===== config.mk =====
export PLATFORM = sky130hd
export DESIGN_NAME = io_bank
export DESIGN_NICKNAME = d
export VERILOG_FILES = /design/src/rtl/io_bank.sv
export SDC_FILE = /design/constraint.sdc
export NUM_CORES = 1
export LEC_CHECK = 0
export ABC_AREA = 1
export CORE_MARGIN = 2
export CORE_UTILIZATION = 50
export CTS_BUF_LIST = sky130_fd_sc_hd__clkbuf_16
export CTS_CLUSTER_SIZE = 25
export DETAILED_ROUTE_END_ITERATION = 12
export PLACE_DENSITY = 0.82
export SETUP_SLACK_MARGIN = 0.3
export SYNTH_ARGS = -nofsm -noshare
export SYNTH_HDL_FRONTEND = slang
export SYNTH_SLANG_ARGS = --single-unit
export TNS_END_PERCENT = 1

===== constraint.sdc =====
create_clock -name clk -period 7.1 [get_ports clk]
set_input_delay 1.42 -clock clk [delete_from_list [all_inputs] [get_ports clk]]
set_output_delay 1.42 -clock clk [all_outputs]
set_load 0.05 [all_outputs]

===== src/rtl/io_bank.sv =====
// io_bank: memory-mapped GPIO, timer with compare IRQ and 8N1 UART TX.
// Read data is combinational from pre-edge state; writes land on the edge.
module io_bank #(
  parameter int CLK_DIV  = 104,
  parameter int GPIO_W   = 8,
  parameter int FIFO_LOG = 2
) (
  input  logic              clk,
  input  logic              reset,
  input  logic [7:0]        io_addr,
  input  logic              io_en,
  input  logic              io_we,
  input  logic [31:0]       io_data_write,
  output logic [31:0]       io_data_read,
  input  logic [GPIO_W-1:0] gpio_in,
  output logic [GPIO_W-1:0] gpio_out,
  output logic              uart_tx,
  output logic              timer_irq
);
  localparam int DEPTH = 1 << FIFO_LOG;
  localparam int BW    = $clog2(CLK_DIV);

  typedef enum logic [1:0] {IDLE, START, DATA, STOP} state_t;

  logic [5:0] sel;
  logic       wr;
  logic       unused_addr;
  assign sel         = io_addr[7:2];
  assign wr          = io_en & io_we;
  assign unused_addr = ^io_addr[1:0];

  logic wr_gpio, wr_cmp, wr_tstat, wr_tx, wr_ustat;
  assign wr_gpio  = wr && (sel == 6'd0);
  assign wr_cmp   = wr && (sel == 6'd3);
  assign wr_tstat = wr && (sel == 6'd4);
  assign wr_tx    = wr && (sel == 6'd5);
  assign wr_ustat = wr && (sel == 6'd6);

  logic [GPIO_W-1:0] sync1, sync2;

  always_ff @(posedge clk or posedge reset) begin
    if (reset) begin
      gpio_out <= '0;
      sync1    <= '0;
      sync2    <= '0;
    end else begin
      sync1 <= gpio_in;
      sync2 <= sync1;
      if (wr_gpio) gpio_out <= io_data_write[GPIO_W-1:0];
    end
  end

  logic [31:0] counter, compare;
  logic        flag;

  // A compare hit on the same edge as a W1C keeps the flag set.
  always_ff @(posedge clk or posedge reset) begin
    if (reset) begin
      counter <= '0;
      compare <= '1;
      flag    <= 1'b0;
    end else begin
      counter <= counter + 32'd1;
      if (wr_cmp) compare <= io_data_write;
      if (counter == compare) flag <= 1'b1;
      else if (wr_tstat && io_data_write[0]) flag <= 1'b0;
    end
  end
  assign timer_irq = flag;

  logic [7:0]          mem [DEPTH];
  logic [FIFO_LOG-1:0] wp, rp;
  logic [FIFO_LOG:0]   cnt;
  logic                full, empty, push, pop, ovf;

  assign full  = cnt == (FIFO_LOG+1)'(DEPTH);
  assign empty = cnt == '0;
  assign push  = wr_tx & ~full;

  always_ff @(posedge clk) begin
    if (push) mem[wp] <= io_data_write[7:0];
  end

  always_ff @(posedge clk or posedge reset) begin
    if (reset) begin
      wp  <= '0;
      rp  <= '0;
      cnt <= '0;
      ovf <= 1'b0;
    end else begin
      if (push) wp <= wp + 1'b1;
      if (pop)  rp <= rp + 1'b1;
      if (push && !pop)      cnt <= cnt + 1'b1;
      else if (!push && pop) cnt <= cnt - 1'b1;
      if (wr_tx && full) ovf <= 1'b1;
      else if (wr_ustat && io_data_write[3]) ovf <= 1'b0;
    end
  end

  state_t      st, ns;
  logic [BW-1:0] baud;
  logic [2:0]  bit_idx;
  logic [7:0]  shifter;
  logic        bit_end;

  assign bit_end = baud == BW'(CLK_DIV - 1);

  always_ff @(posedge clk or posedge reset) begin
    if (reset) st <= IDLE;
    else       st <= ns;
  end

  always_comb begin
    ns  = st;
    pop = 1'b0;
    unique case (st)
      IDLE: if (!empty) begin
        ns  = START;
        pop = 1'b1;
      end
      START: if (bit_end) ns = DATA;
      DATA:  if (bit_end && bit_idx == 3'd7) ns = STOP;
      STOP: if (bit_end) begin
        if (!empty) begin
          ns  = START;
          pop = 1'b1;
        end else begin
          ns = IDLE;
        end
      end
      default: ns = IDLE;
    endcase
  end

  always_ff @(posedge clk or posedge reset) begin
    if (reset) begin
      baud    <= '0;
      bit_idx <= '0;
      shifter <= '0;
    end else if (pop) begin
      shifter <= mem[rp];
      baud    <= '0;
      bit_idx <= '0;
    end else if (st != IDLE) begin
      if (bit_end) begin
        baud <= '0;
        if (st == DATA) bit_idx <= bit_idx + 3'd1;
      end else begin
        baud <= baud + 1'b1;
      end
    end
  end

  always_comb begin
    uart_tx = 1'b1;
    unique case (st)
      START:   uart_tx = 1'b0;
      DATA:    uart_tx = shifter[bit_idx];
      default: uart_tx = 1'b1;
    endcase
  end

  logic busy;
  assign busy = st != IDLE;

  always_comb begin
    io_data_read = '0;
    if (io_en) begin
      unique case (1'b1)
        sel == 6'd0: io_data_read = 32'(gpio_out);
        sel == 6'd1: io_data_read = 32'(sync2);
        sel == 6'd2: io_data_read = counter;
        sel == 6'd3: io_data_read = compare;
        sel == 6'd4: io_data_read = {31'd0, flag};
        sel == 6'd6: io_data_read = {28'd0, ovf, busy, empty, full};
        default:     io_data_read = '0;
      endcase
    end
  end
endmodule


Yosys cells after proc, flatten, opt, wreduce, memory -nomap -nowiden

Memory sizes are Yosys's and may differ from the RTL's. A register that Yosys moved wholly into a read port is not among the register bits.
Index checks and enable logic that the tools add are counted.

Register bits after elaboration: 109
Memory bits (writable): 32
Memories: 1

Memory list:

| memory | words | width | read ports | clocked after Yosys merged registers in | write ports | RTL line | text |
|---|---|---|---|---|---|---|---|
| mem    | 4     | 8     | 1          | 1                                       | 1           | 71       | `logic [7:0] mem [DEPTH];` |

Add/subtract/negate cells: 7
Magnitude comparators: 1
Equal/unequal tests: 17
Mux-type cells: 29
Bitwise operators: 3
Reduce and logical (&&, ||, !) cells: 25

Operator list:

| operator              | count |
|---|---|
| $pmux 32 s6           | 1 |
| $add 32x1->32 const B | 1 |
| $eq 32x32->1          | 1 |
| $mux 32               | 1 |
| $mux 7                | 3 |
| $eq 6x3->1 const B    | 3 |
| $mux 3                | 6 |
| $reduce_bool 2->1     | 7 |
| $eq 6x2->1 const B    | 2 |
| $logic_and 1x1->1     | 11 |
| $mux 1                | 10 |
| $mux 2                | 4 |
| $ne 2x2->1 const B    | 4 |
| $pmux 2 s4            | 1 |
| $add 7x1->7 const B   | 1 |
| $eq 7x7->1 const B    | 1 |
| $add 3x1->3 const B   | 2 |
| $eq 3x3->1 const B    | 2 |
| $eq 6x1->1 const B    | 1 |
| $logic_not 6->1       | 1 |
| $add 2x1->2 const B   | 2 |
| $eq 2x2->1 const B    | 2 |
| $lt 3x4->1 const B    | 1 |
| $pmux 1 s2            | 2 |
| other kinds (10)      | 12 |

Longest topological paths before layout

Depth in word-level cells: 7
Depth in mapped cells: 14
Gate-level depth less buffers: 13

Least setup slack after synthesis

OpenSTA, ideal clock, no wires.

Path type: input -> output
From: input port io_addr[7]
To: output port io_data_read[25]
Arrival: 2940 ps
Slack: 2740 ps
Stages on the path: 8
Buffers on the path: 1
Path through: nor2_4 -> nand2_2 -> nor2_4 -> nand2_4 -> clkinv_2 -> buf_6 -> nand2_1 -> a21oi_1

Word-level cells in the longest chain between the ends: 3

RTL lines:

| what                                     | RTL line | text |
|---|---|---|
| from (decl)                              | 10       | `input logic [7:0] io_addr,` |
| $eq 6x3->1, or another cell as far along | 175      | `sel == 6'd6: io_data_read = {28'd0, ovf, busy, empty, full};` |
| $pmux 32 s6 *                            | 169      | `unique case (1'b1)` |
| $mux 32 *                                | 168      | `if (io_en) begin` |
| to (decl)                                | 14       | `output logic [31:0] io_data_read,` |

Mark *: on every way between the ends. The rest lies on a longest branch, timed or not.

Worst setup path after layout

From: input port io_addr[3]
To: output port io_data_read[2]

Same word-level chain as after synthesis.

==> out/metrics.cfg <==
[status]
status=complete, no violations

[critical_path]
cp.arrival_ns=4.28
cp-start-kind=input port
reg2reg_to=cnt[1]$_DFFE_PP0P_
reg2reg_depth=10
cp.required_ns=5.68
worst_path_max_delay_cell=clkdlybuf4s50_1
end_kind=primary output
crit_fanout=47
critPathMaxStageDelay_ns=0.85
r2r_start=baud[0]$_DFFE_PP0P_
r2r_setup_slack_ns=4.41
crit_chain=clkdlybuf4s50_1, nand2_1, inv_1, nand3_2, inv_2, nand2_1, o21ai_0, nor2_1, nor2_1, clkdlybuf4s50_1
path_class=input port to primary output

[synthesis]
muxShareOfSynthArea_pct=1.30
synth_area_leaders=dfrtp_1 27%, nand2_1 14%, edfxtp_1 12%, dfstp_2 11%, nor2_1 4.6%
ys_seq_area_share_pct=50.2
netlist.top_cell.by_area=dfrtp_1
yosys.area_share.simple_pct=27.3
synthDistinctLibCells=39
synth_fp_nets=997
synth-compound-area-share_pct=6.39
synthXorXnorAreaFrac_pct=5.82
synth-edff-count=32
syn_inst=931
synth_adder_area_share_pct=2.34
avgSynthCellArea_um2=8.40
ys_warn_count=0
syn-cell-area_um2=7820
ys_ff_latch=149
synth_top_family_by_area=simple AND/OR/NAND/NOR gates
yosysTopAreaCellShare_pct=27.2
async_reset_ff_share_pct=78.5
ys.flop_type=dfrtp_1

[hold_path]
holdPathStages=0
min_from=sync1[1]$_DFF_PP0_
hold_path_class=flop to flop
min_to=sync2[1]$_DFF_PP0_

[place]
dp_hpwl_um=12700
io_buffers=91
gp_congestion=0.909

[timing]
fin_crit_ns=5.70
worst_pin_slew_ns=0.864
max_slew_margin_pct=42.2
tns_ns=0
fmax_mhz=175
rsz0062_at_grt=no
worst_clock_skew_ns=0.0114
finalSetupViolations=0
slew_violations=0
min_period_over_period_pct=80.3
finalHoldViolCount=0

[route]
drtIter0Drc=592
drcViolationCount=0
first_pass_iters=5
wl_per_cell_um=14.6
via_per_inst=5.15
vias=6398
ant_nets=0
routed_wl_um=18100

[final_layout]
final_nets=1084
fillers=1291
fin_util_pct=61.5
layout_commonest_cell=nand2_1
multi_input_area_um2=3370
diodes=0
drive_gt1_share_pct=10.4
regArea_um2=3930
layout_common_cells=298 x nand2_1, 95 x nor2_1, 91 x clkdlybuf4s50_1, 85 x dfrtp_1, 83 x inv_1
area_delta_synth_final_pct=20.1

[floorplan]
ios=94
die_w_um=129
dieHeight_um=129
core_area_um2=15300
initial_core_util_pct=51.2
row_count=45
fp.dieArea_um2=16700

[job]
drv_cap=0

[clocking]
cts.sinks=149
path_clk_slew_ns=0.06
cts_setup_buffers=0
clock_latency_ns=0.43
cts_tree=built
htree_num_levels=4
cts_buffers=17
clockBufferDepth=2
post_cts_resized=0
ctsHoldBuffers=0
cts_root_buffer=clkbuf_16

[global_routing]
grt-ovfl-total=0
grt_pass1_wl_um=29700
grt_antenna_before_repair=0
grt.total_usage_pct=22.9
grt_max_degree=68
first_global_vias=6088

[power_and_ir_drop]
power_density_nw_per_um2=258
power_mw=2.43
leakage_nw=3.97
vdd_ir_drop_max_v=0.000172

[stage by stage]
stage	instances	hold slack, ns	worst slack, ns	instance area (um^2)
after floorplan	931	0.331	2.63	7820
after global placement	1210	0.331	1.39	8840
after detailed placement	1210	0.338	1.42	8840
after CTS	1242	0.348	1.40	9390
after global routing	1242	0.359	1.20	9390
final	1242	0.351	1.40	9390
[worst max-delay path: cells and delay by family]
kind,cells,cell delay (ns)
compound gates,1,0.11
simple gates,5,0.59
buf+inv,4,2.17
[Yosys cell counts, types with 2 or more instances]
master	n
a21oi_1	33
buf_2	11
buf_4	4
buf_6	6
clkbuf_1	3
clkbuf_2	2
clkinv_1	2
dfrtp_1	85
dfstp_2	32
edfxtp_1	32
ha_1	13
inv_1	84
inv_2	4
mux2i_1	9
nand2_1	298
nand2_2	5
nand3_1	58
nand3_2	3
nand3b_1	3
nand4_1	9
nor2_1	95
nor2_2	5
nor2_4	8
nor3_1	10
nor3_2	3
o211ai_1	2
o21ai_0	25
o21ai_1	10
o21ai_2	7
o22ai_1	11
xnor2_1	26
xor2_1	26
[cell families after synthesis]
group	after synthesis
AOI/OAI and AO/OA	90
xor gates and xnor gates	52
buffers and inverters	117
and+or+nand+nor	499
adders and majority gates	14
DFF	149
muxes	10
[per-layer routing]
layer | share of wire (%) | wire [um] | GRT usage [%]
met1 | 47 | 8440 | 32.9
met2 | 45 | 8120 | 34.6
met3 | 6.5 | 1180 | 5.24
met4 | 1.9 | 348 | 7.86
met5 | 0 | 0 | 0
[layout make-up]
type / count / share of cell area, %
multi-input cells: 665 / 35.9
clock buffers: 17 / 4.53
flip-flops and latches: 149 / 41.8
well taps: 211 / 2.81
repair buffers: 94 / 9.94
inverters: 91 / 3.68
clock inverters: 15 / 1.25
[flip-flops by register name (all words and copies together), names as in the netlist]
register and cells:
sync1 8, bit_idx 3, rp 2, gpio_out 8
st 2, timer_irq 1, wp 2, baud 7
cnt 3, compare 32, sync2 8, counter 32
mem 32, shifter 8, ovf 1
[how the worst max path moves through the flow]
stage                                      to  slack [ns]  cells past startpoint       start
after floorplan           baud[0]$_DFFE_PP0P_        2.63                      1       reset
after global placement        io_data_read[3]        1.39                      9  io_addr[4]
after detailed placement      io_data_read[3]        1.42                      9  io_addr[4]
after CTS                     io_data_read[3]        1.40                     10  io_addr[2]
after global routing          io_data_read[1]        1.20                      9  io_addr[4]
final                         io_data_read[2]        1.40                     10  io_addr[3]
[power by group]
part | switching [mW] | total [mW] | internal [mW]
logic | 0.323 | 0.521 | 0.198
clock network | 0.381 | 0.835 | 0.454
registers | 0.0988 | 1.07 | 0.971
Power figures use the tool's default switching activity.
